--- src/rtl/fsm_1_rx_decoder.sv ---
// rtl/fsm_1_rx_decoder.sv - receive-side decoder for the 4-bit {F,0,1,1} serial frame
//
// Purpose: aligns to the serial frame stream, recovers the flag bit F, checks
// the three framing bits, counts bad frames and keeps lock with hysteresis.
//
// Ports:
//   clk          in   rising-edge clock
//   reset        in   synchronous active-high reset
//   sm_in        in   serial frame stream, one bit per clock, oldest first
//   frame_valid  out  one-cycle pulse, good frame decoded while locked
//   flag_out     out  recovered F, updated with frame_valid, held otherwise
//   frame_err    out  one-cycle pulse, checked frame had a framing mismatch
//   locked       out  alignment locked
//   err_count    out  saturating count of bad frames
module fsm_1_rx_decoder #(
  parameter int CNT_W       = 8,
  parameter int LOCK_FRAMES = 2,
  parameter int UNLOCK_ERRS = 2
) (
  input  logic             clk,
  input  logic             reset,
  input  logic             sm_in,
  output logic             frame_valid,
  output logic             flag_out,
  output logic             frame_err,
  output logic             locked,
  output logic [CNT_W-1:0] err_count
);

  typedef enum logic [2:0] {
    S_HUNT = 3'd0,
    S_FB   = 3'd1,
    S_C0   = 3'd2,
    S_C1   = 3'd3,
    S_C2   = 3'd4
  } state_e;

  localparam logic [4:0]       LOCK_N   = 5'(LOCK_FRAMES);
  localparam logic [4:0]       UNLOCK_N = 5'(UNLOCK_ERRS);
  localparam logic [CNT_W-1:0] ERR_MAX  = '1;
  localparam logic [CNT_W-1:0] ERR_ONE  = CNT_W'(1);

  state_e           state_q, state_d;
  logic [1:0]       hist_q, hist_d;
  logic             flag_cap_q, flag_cap_d;
  logic             bad_q, bad_d;
  logic [3:0]       good_run_q, good_run_d;
  logic [3:0]       bad_run_q, bad_run_d;
  logic             frame_valid_q, frame_valid_d;
  logic             frame_err_q, frame_err_d;
  logic             flag_out_q, flag_out_d;
  logic             locked_q, locked_d;
  logic [CNT_W-1:0] err_count_q, err_count_d;

  // Frame-end evaluation folds in the last bit, which is still on sm_in.
  logic       bad_f;
  logic [4:0] good_inc;
  logic [4:0] bad_inc;
  logic       lock_hit;
  logic       unlock_hit;

  assign bad_f      = bad_q | ~sm_in;
  assign good_inc   = {1'b0, good_run_q} + 5'd1;
  assign bad_inc    = {1'b0, bad_run_q} + 5'd1;
  assign lock_hit   = (good_inc >= LOCK_N);
  assign unlock_hit = (bad_inc >= UNLOCK_N);

  // State register (holds every registered signal of the block)
  always_ff @(posedge clk) begin
    if (reset) begin
      state_q       <= S_HUNT;
      hist_q        <= 2'b11;
      flag_cap_q    <= 1'b0;
      bad_q         <= 1'b0;
      good_run_q    <= 4'd0;
      bad_run_q     <= 4'd0;
      frame_valid_q <= 1'b0;
      frame_err_q   <= 1'b0;
      flag_out_q    <= 1'b0;
      locked_q      <= 1'b0;
      err_count_q   <= '0;
    end else begin
      state_q       <= state_d;
      hist_q        <= hist_d;
      flag_cap_q    <= flag_cap_d;
      bad_q         <= bad_d;
      good_run_q    <= good_run_d;
      bad_run_q     <= bad_run_d;
      frame_valid_q <= frame_valid_d;
      frame_err_q   <= frame_err_d;
      flag_out_q    <= flag_out_d;
      locked_q      <= locked_d;
      err_count_q   <= err_count_d;
    end
  end

  // Next-state logic
  always_comb begin
    state_d = state_q;
    case (state_q)
      // 011 appears at only one phase of a clean {F,0,1,1} stream: it ends on C2,
      // so the following bit is F.
      S_HUNT: if ({hist_q, sm_in} == 3'b011) state_d = S_FB;
      S_FB:   state_d = S_C0;
      S_C0:   state_d = S_C1;
      S_C1:   state_d = S_C2;
      S_C2: begin
        if (!bad_f)                      state_d = S_FB;
        else if (!locked_q || unlock_hit) state_d = S_HUNT;
        else                             state_d = S_FB;  // flywheel through one bad frame
      end
      default: state_d = S_HUNT;
    endcase
  end

  // Output and datapath logic
  always_comb begin
    hist_d        = hist_q;
    flag_cap_d    = flag_cap_q;
    bad_d         = bad_q;
    good_run_d    = good_run_q;
    bad_run_d     = bad_run_q;
    frame_valid_d = 1'b0;
    frame_err_d   = 1'b0;
    flag_out_d    = flag_out_q;
    locked_d      = locked_q;
    err_count_d   = err_count_q;
    case (state_q)
      S_HUNT: hist_d = {hist_q[0], sm_in};
      S_FB: begin
        flag_cap_d = sm_in;
        bad_d      = 1'b0;
      end
      S_C0: bad_d = sm_in;
      S_C1: bad_d = bad_q | ~sm_in;
      S_C2: begin
        if (!bad_f) begin
          good_run_d = lock_hit ? LOCK_N[3:0] : good_inc[3:0];
          bad_run_d  = 4'd0;
          if (locked_q || lock_hit) begin
            locked_d      = 1'b1;
            frame_valid_d = 1'b1;
            flag_out_d    = flag_cap_q;
          end
        end else begin
          frame_err_d = 1'b1;
          if (err_count_q != ERR_MAX) err_count_d = err_count_q + ERR_ONE;
          good_run_d = 4'd0;
          if (!locked_q || unlock_hit) begin
            locked_d  = 1'b0;
            bad_run_d = 4'd0;
            hist_d    = 2'b11;
          end else begin
            bad_run_d = bad_inc[3:0];
          end
        end
      end
      default: hist_d = 2'b11;
    endcase
  end

  assign frame_valid = frame_valid_q;
  assign frame_err   = frame_err_q;
  assign flag_out    = flag_out_q;
  assign locked      = locked_q;
  assign err_count   = err_count_q;

endmodule
--- config.mk ---
export PLATFORM = sky130hd
export DESIGN_NAME = fsm_1_rx_decoder
export DESIGN_NICKNAME = d
export VERILOG_FILES = /design/src/rtl/fsm_1_rx_decoder.sv
export SDC_FILE = /design/constraint.sdc
export NUM_CORES = 1
export LEC_CHECK = 0
export CAP_MARGIN = 0
export CORE_MARGIN = 3
export CORE_UTILIZATION = 50
export CTS_CLUSTER_DIAMETER = 30
export CTS_CLUSTER_SIZE = 40
export DETAILED_ROUTE_END_ITERATION = 10
export PLACE_DENSITY = 0.73
export SYNTH_ARGS = -nofsm -noshare
export SYNTH_HDL_FRONTEND = slang
export SYNTH_SLANG_ARGS = --single-unit
--- constraint.sdc ---
create_clock -name clk -period 4.9 [get_ports clk]
set_clock_uncertainty 0.1 [all_clocks]
set_input_delay 0.98 -clock clk [delete_from_list [all_inputs] [get_ports clk]]
set_output_delay 0.98 -clock clk [all_outputs]
set_load 0.05 [all_outputs]
==> results of run 1 <==
[layout by cell type, fill, tap and decap left out, types with 2 or more instances in the layout]
cell type        instances
mux2i_1                  2
xor2_1                   2
nand3_1                  8
nor3_1                   5
ha_1                     5
or3_1                    2
nand2_1                 16
o21ai_0                  7
dfxtp_1                 27
a21oi_1                 11
o211ai_1                 2
and2_1                   2
inv_1                    5
clkdlybuf4s50_1         14
and3_2                   3
o31ai_1                  3
a31oi_1                  2
nor2_1                  14
clkbuf_4                 3
[power by group]
part,internal (mW),switching (mW),total (mW)
combinational,0.0112,0.0186,0.0299
clock,0.0307,0.0665,0.0972
sequential,0.224,0.00543,0.229
[cell type report]
class / count / area share (%)
clock buffer: 3 / 1.579
clock inverter: 1 / 0.3509
inverter: 5 / 1.316
multi-input combinational: 108 / 46.58
sequential: 27 / 37.89
tap: 28 / 2.456
timing repair buffer: 14 / 9.825
[cell families after synthesis]
kind of cell	Yosys count	share of synthesized area [%]
xor+xnor	3	2.075
compound gates	31	15.51
fa+ha+maj	5	4.941
mux	2	1.581
buf+inv	12	4.841
flops	27	42.69
simple gates	67	28.36
[flip-flops by register name (all words and copies together) (netlist names)]
| name | count |
|---|---|
| bad_q | 1 |
| bad_run_q | 4 |
| err_count | 8 |
| flag_cap_q | 1 |
| flag_out | 1 |
| frame_err | 1 |
| frame_valid | 1 |
| good_run_q | 4 |
| hist_q | 2 |
| locked | 1 |
| state_q | 3 |
[final timing paths]
path                     start  slack (ns)      endpoint  cells past startpoint
hold / removal        flag_out        0.38      flag_out                      2
hold reg to reg       flag_out        0.38      flag_out                      2
setup reg to reg    state_q[2]        2.45  err_count[5]                      4
setup / recovery  err_count[6]        2.19  err_count[6]                      1
[layer usage]
layer	global-route usage, %	share of wire (%)	vias to the layer above	wire (microns)
li1	-	-	546	-
met3	2.759	3.9	9	102
met2	29.88	47	32	1240
met1	24.01	46	490	1221
met5	0	0	-	0
met4	7.119	2.7	0	72
==> flow_metrics.tcl, run 1 <==
set metrics [dict create \
    whs_ns 0.3846 \
    routed-via-count 1077 \
    cts_buffers 3 \
    ir_drop_v 0.0001767 \
    maxCapViolCount 0 \
    hold_violations 0 \
    path_cells "clkdlybuf4s50_1" \
    syn_nets 155 \
    core_sq_mm 0.002297 \
    cts_tree "yes" \
    clock_path_buffers 2 \
    tns_ns 0 \
    hp-class "flip-flop to flip-flop" \
    drc_errors 0 \
    grt_max_degree 23 \
    postCtsSetupBuffers 0 \
    dp_cells 182 \
    min_period_over_period_pct 55.31 \
    critPathBufInv 1 \
    port_buffers 14 \
    netlist.area_leader.share_pct 42.69 \
    ys.flop_type "dfxtp_1" \
    place_area_sq_mm 0.001399 \
    syn_avg_cell_area_sq_um 8.614 \
    cts.sinks 27 \
    grt_overflow 0 \
    synth_edf_count 0 \
    gr-usage-all-layers_pct 18.24 \
    path_max_fanout 5 \
    slew_violations 0 \
    hold_buffers 0 \
    power_density_mw_per_mm2 250.0 \
    syn2layout_area_growth_pct 12.65 \
    worst_setup_path_start_kind "flip-flop" \
    async_reset_ff_share_pct 0 \
    wl_per_cell_microns 14.17 \
    insertion_delay_ns 0.33 \
    rsz0062_at_grt "false" \
    n_antenna_cell 0 \
    mappedNetlistArea_sq_mm 0.001266 \
    start_util_pct 55.12 \
    worstSetupEndpointType "output port" \
    clk_pin_slew_ns 0.14 \
    period_minus_slack_ns 2.710 \
    io_pins 15 \
    synthCells 147 \
    ys_types 45 \
    yosys_warnings 0 \
    post-place-ws_ns 1.933 \
    dpl.hpwl_microns 1856 \
    nNetsFinal 167 \
    totalPowerFinal_mw 0.3565 \
    setup_ws_ns 2.190 \
    seqCellArea_sq_um 540.5 \
    yosysSeqAreaShare_pct 42.69 \
    setup_violations 0 \
    final_util_pct 62.09 \
    cp_slowest_cell "clkdlybuf4s50_1" \
    worstPathRequired_ns 3.82 \
    critPathKind "flip-flop to output port" \
    worstPathArrival_ns 1.63 \
    synth_seq_cells 27 \
    die_w_microns 56.33 \
    leakagePower_nw 0.5496 \
    htree_levels 1 \
    worst_pin_slew_ns 0.7367 \
    multi_input_area_sq_um 664.4 \
    grt_pass1_vias 1022 \
    antenna_found_initial 0 \
    place.gp.congestion 0.8050 \
    root_buffer "clkbuf_4" \
    fmax_mhz 369.0 \
    cp_top_family "buffers and inverters" \
    placementRows 17 \
    relSlewSlack_pct 50.73 \
    firstDrtPassIters 4 \
    drt-initial-drc-count 36 \
    outcome "finished, final reports clean" \
    wl_microns 2636 \
    drive_above_1_share_pct 8.228 \
    die-area_sq_mm 0.003173 \
    slowest_delay_ns 0.84 \
    vias_per_cell 5.790 \
    cts_resized 0 \
    synth_common_cells "27 x dfxtp_1, 16 x nand2_1, 14 x nor2_1, 11 x a21oi_1, 8 x nand3_1" \
    yosysMostFrequentCell "dfxtp_1" \
    ys_top_cells_by_area "dfxtp_1 43%, ha_1 4.9%, nand2_1 4.7%" \
    ant_nets 0 \
    die_h_microns 56.33 \
    stdcell_area_sq_mm 0.001426 \
    synth_top_cell_by_area "dfxtp_1" \
    stdcell_count 186 \
    nFillCells 221 \
    grt_pass1_wl_microns 4664 \
]
Note: power is estimated with default switching activity, not from simulation.
==> run 2: changes to the inputs <==
--- a/config.mk
+++ b/config.mk
@@ -7,7 +7,7 @@
 export LEC_CHECK = 0
 export CAP_MARGIN = 0
 export CORE_MARGIN = 3
-export CORE_UTILIZATION = 50
+export CORE_UTILIZATION = 48
 export CTS_CLUSTER_DIAMETER = 30
 export CTS_CLUSTER_SIZE = 40
 export DETAILED_ROUTE_END_ITERATION = 10
==> constraint.sdc (replaced) <==
create_clock -name clk -period 2.4 [get_ports clk]
set_clock_uncertainty 0.1 [all_clocks]
set_input_delay 0.48 -clock clk [delete_from_list [all_inputs] [get_ports clk]]
set_output_delay 0.48 -clock clk [all_outputs]
set_load 0.05 [all_outputs]
==> flow_metrics.tcl, run 2 (synthesis results as in run 1) <==
set metrics [dict create \
    grt_pass1_vias 1040 \
    slowest_delay_ns 0.84 \
    die_h_microns 57.36 \
    place.gp.congestion 0.7852 \
    nNetsFinal 174 \
    outcome "finished, final reports clean" \
    fmax_mhz 450.6 \
    ant_nets 0 \
    drt-initial-drc-count 25 \
    path_depth 1 \
    worstPathRequired_ns 1.82 \
    worst_pin_slew_ns 0.5003 \
    tns_ns 0 \
    hold_violations 0 \
    routed-via-count 1104 \
    place_area_sq_mm 0.001451 \
    setup_ws_ns 0.1807 \
    seqCellArea_sq_um 540.5 \
    wl_per_cell_microns 13.49 \
    grt_max_degree 22 \
    gr-usage-all-layers_pct 17.36 \
    critPathBufInv 1 \
    port_buffers 14 \
    period_minus_slack_ns 2.219 \
    worstPathArrival_ns 1.64 \
    firstDrtPassIters 5 \
    min_path_cells 2 \
    cts_resized 0 \
    whs_ns 0.3692 \
    path_cells "clkdlybuf4s50_1" \
    grt_overflow 0 \
    rsz0062_at_grt "false" \
    hold_buffers 0 \
    wl_microns 2604 \
    nFillCells 214 \
    postCtsSetupBuffers 0 \
    dpl.hpwl_microns 1869 \
    worstSetupEndpointType "output port" \
    cp_top_family "buffers and inverters" \
    leakagePower_nw 0.5807 \
    setup_violations 0 \
    insertion_delay_ns 0.34 \
    cp_slowest_cell "clkdlybuf4s50_1" \
    final_common_cell "dfxtp_1" \
    io_pins 15 \
    drive_above_1_share_pct 12.12 \
    core_sq_mm 0.002361 \
    n_antenna_cell 0 \
    largest_register_ffs 8 \
    multi_input_area_sq_um 664.4 \
    power_density_mw_per_mm2 498.2 \
    path_max_fanout 7 \
    clk_pin_slew_ns 0.16 \
    htree_levels 1 \
    root_buffer "clkbuf_4" \
    vias_per_cell 5.720 \
    start_util_pct 53.63 \
    die_w_microns 57.36 \
    ir_drop_v 0.0004715 \
    stdcell_area_sq_mm 0.001481 \
    hp-class "flip-flop to flip-flop" \
    syn2layout_area_growth_pct 17.00 \
    final_util_pct 62.75 \
    r2r_cells 4 \
    min_period_over_period_pct 92.47 \
    cts.sinks 27 \
    placementRows 17 \
    antenna_found_initial 0 \
    worst_setup_path_start_kind "flip-flop" \
    cts_tree "yes" \
    critPathKind "flip-flop to output port" \
    cts_buffers 3 \
    clock_path_buffers 2 \
    totalPowerFinal_mw 0.7380 \
    maxCapViolCount 0 \
    grt_pass1_wl_microns 4595 \
    relSlewSlack_pct 66.54 \
    die-area_sq_mm 0.003290 \
    post-place-ws_ns 0.1382 \
    drc_errors 0 \
    most-common-layout-cells "27 x dfxtp_1, 16 x nand2_1, 14 x nor2_1, 14 x clkdlybuf4s50_1, 11 x a21oi_1" \
    slew_violations 0 \
    dp_cells 189 \
    stdcell_count 193 \
]
==> run 2: area by class of cell <==
class / count / area share [%]
clock buffer: 3 / 1.520
clock inverter: 1 / 0.5068
inverter: 5 / 1.267
tap: 28 / 2.365
timing repair buffer: 21 / 13.01
sequential: 27 / 36.49
multi-input combinational: 108 / 44.85
==> run 2: power breakdown <==
part	total, mW	leakage [nW]	switching (mW)	internal (mW)
Sequential	0.468	0.218	0.0106	0.458
Combinational	0.0645	0.349	0.0381	0.0263
Clock	0.205	0.0139	0.142	0.0639
==> run 2: final timing paths <==
path	start	to	slack (ns)
setup / recovery	err_count[5]	err_count[5]	0.18
hold / removal	flag_cap_q	flag_out	0.37
setup reg to reg	state_q[0]	err_count[7]	0.36
hold reg to reg	flag_cap_q	flag_out	0.37
==> run 2: per-layer routing <==
layer / wire, microns / track usage, %
met5: 0 / 0
met3: 114 / 4.751
met4: 30 / 4.636
met1: 1208 / 22.65
met2: 1250 / 28.06
==> run 3: changes to the inputs <==
--- a/config.mk
+++ b/config.mk
@@ -7,11 +7,12 @@
 export LEC_CHECK = 0
 export CAP_MARGIN = 0
 export CORE_MARGIN = 3
-export CORE_UTILIZATION = 48
+export CORE_UTILIZATION = 50
+export CTS_BUF_LIST = sky130_fd_sc_hd__clkbuf_4 sky130_fd_sc_hd__clkbuf_8
 export CTS_CLUSTER_DIAMETER = 30
 export CTS_CLUSTER_SIZE = 40
 export DETAILED_ROUTE_END_ITERATION = 10
-export PLACE_DENSITY = 0.73
+export PLACE_DENSITY = 0.75
 export SYNTH_ARGS = -nofsm -noshare
 export SYNTH_HDL_FRONTEND = slang
 export SYNTH_SLANG_ARGS = --single-unit
==> flow_metrics.tcl, run 3 (synthesis results as in run 1) <==
set metrics [dict create \
    outcome "finished, final reports clean" \
    min_path_cells 2 \
    largest_register_ffs 8 \
    hold_buffers 0 \
    cts_buffers 3 \
    grt_pass1_wl_microns 4540 \
    period_minus_slack_ns 2.230 \
    cp_slowest_cell "clkdlybuf4s50_1" \
    worstPathRequired_ns 1.82 \
    die_h_microns 56.33 \
    critPathBufInv 1 \
    post-place-ws_ns 0.1124 \
    start_util_pct 55.12 \
    firstDrtPassIters 5 \
    place.gp.congestion 0.7626 \
    p_clk_share_pct 28.1 \
    die-area_sq_mm 0.003173 \
    stdcell_area_sq_mm 0.001481 \
    rsz0062_at_grt "false" \
    vias_per_cell 5.772 \
    grt_max_degree 22 \
    cts_tree "yes" \
    critPathKind "flip-flop to output port" \
    port_buffers 14 \
    grt_overflow 0 \
    comb_power_share_pct 8.8 \
    cp_top_family "buffers and inverters" \
    relSlewSlack_pct 66.62 \
    gr-usage-all-layers_pct 17.49 \
    cts_resized 0 \
    syn2layout_area_growth_pct 17.00 \
    insertion_delay_ns 0.32 \
    die_w_microns 56.33 \
    drt-initial-drc-count 27 \
    setup_ws_ns 0.1700 \
    ir_drop_v 0.0003808 \
    nNetsFinal 174 \
    min_period_over_period_pct 92.92 \
    p_int_mw 0.5601 \
    most-common-layout-cells "27 x dfxtp_1, 16 x nand2_1, 14 x nor2_1, 14 x clkdlybuf4s50_1, 11 x a21oi_1" \
    netSwitchingFraction_pct 24.36 \
    worst_pin_slew_ns 0.4992 \
    drc_errors 0 \
    switchingPower_mw 0.1804 \
    worstSetupEndpointType "output port" \
    r2r_cells 4 \
    maxCapViolCount 0 \
    htree_levels 1 \
    setup_violations 0 \
    worstPathArrival_ns 1.65 \
    power_density_mw_per_mm2 499.9 \
    routed-via-count 1114 \
    worst_setup_path_start_kind "flip-flop" \
    postCtsSetupBuffers 0 \
    wl_microns 2638 \
    ant_nets 0 \
    place_area_sq_mm 0.001451 \
    final_common_cell "dfxtp_1" \
    root_buffer "clkbuf_4" \
    fmax_mhz 448.4 \
    cts.sinks 27 \
    placementRows 17 \
    wl_per_cell_microns 13.67 \
    seqPwrFrac_pct 63.1 \
    nFillCells 198 \
    path_depth 1 \
    path_cells "clkdlybuf4s50_1" \
    drive_above_1_share_pct 12.12 \
    leakagePower_nw 0.5852 \
    clock_path_buffers 2 \
    core_sq_mm 0.002297 \
    slowest_delay_ns 0.85 \
    grt_pass1_vias 1020 \
    tns_ns 0 \
    hold_violations 0 \
    n_antenna_cell 0 \
    io_pins 15 \
    clk_pin_slew_ns 0.14 \
    path_max_fanout 6 \
    slew_violations 0 \
    hp-class "flip-flop to flip-flop" \
    antenna_found_initial 0 \
    dpl.hpwl_microns 1863 \
]
[run 3: changes by cell type in the layout (fill, tap and decap cells not counted)]
cell,previous run,this run
clkinvlp_4,1,0
clkbuf_4,3,4
[run 3: worst register-to-register path, cell delays in order, from the launching register on]
cell     delay, ns
dfxtp_1       0.42
or3b_1        0.44
or3_4         0.43
or3_2         0.47
a21oi_1       0.17
[run 3: path summary, 6_finish.rpt]
path	startpoint	end	slack, ns
worst max register to register	state_q[0]	err_count[5]	0.30
worst min register to register	flag_cap_q	flag_out	0.38
worst min-delay path	flag_cap_q	flag_out	0.38
worst max-delay path	err_count[0]	err_count[0]	0.17
[run 3: through the flow]
step                utilization [%]  hold WS (ns)  power, mW  std cells
floorplan                         -        0.3313     0.5215        147
global placement              63.18        0.3524     0.5405        189
detailed placement            63.18        0.3572     0.5424        189
CTS                           64.49        0.3802     0.7440        193
global route                  64.49        0.4131     0.7641        193
finish                        64.49        0.3828     0.7405        193
[run 3: cell type report]
class / count / area [sq um] / area share [%]
multi-input combinational: 108 / 664.4 / 44.85
sequential: 27 / 540.5 / 36.49
timing repair buffer: 21 / 192.7 / 13.01
clock buffer: 4 / 30.03 / 2.027
tap: 28 / 35.03 / 2.365
inverter: 5 / 18.77 / 1.267
[run 3: layer usage]
metal  part of all wire (%)  global-route usage, %  up-vias
li1                       -                      -      563
met1                     47                  22.51      523
met2                     49                  30.05       26
met3                    3.8                  4.138        2
met4                   0.68                  3.051        0
met5                      0                      0        -
[run 3: power by group through the flow]
stage          logic (mW)  registers, mW  clock network [mW]
4_1_cts            0.0652          0.467               0.211
3_3_place_gp       0.0638          0.477                   0
3_5_place_dp       0.0650          0.477                   0
2_1_floorplan      0.0415          0.480                   0
6_report           0.0651          0.468               0.208
5_1_grt            0.0711          0.470               0.223
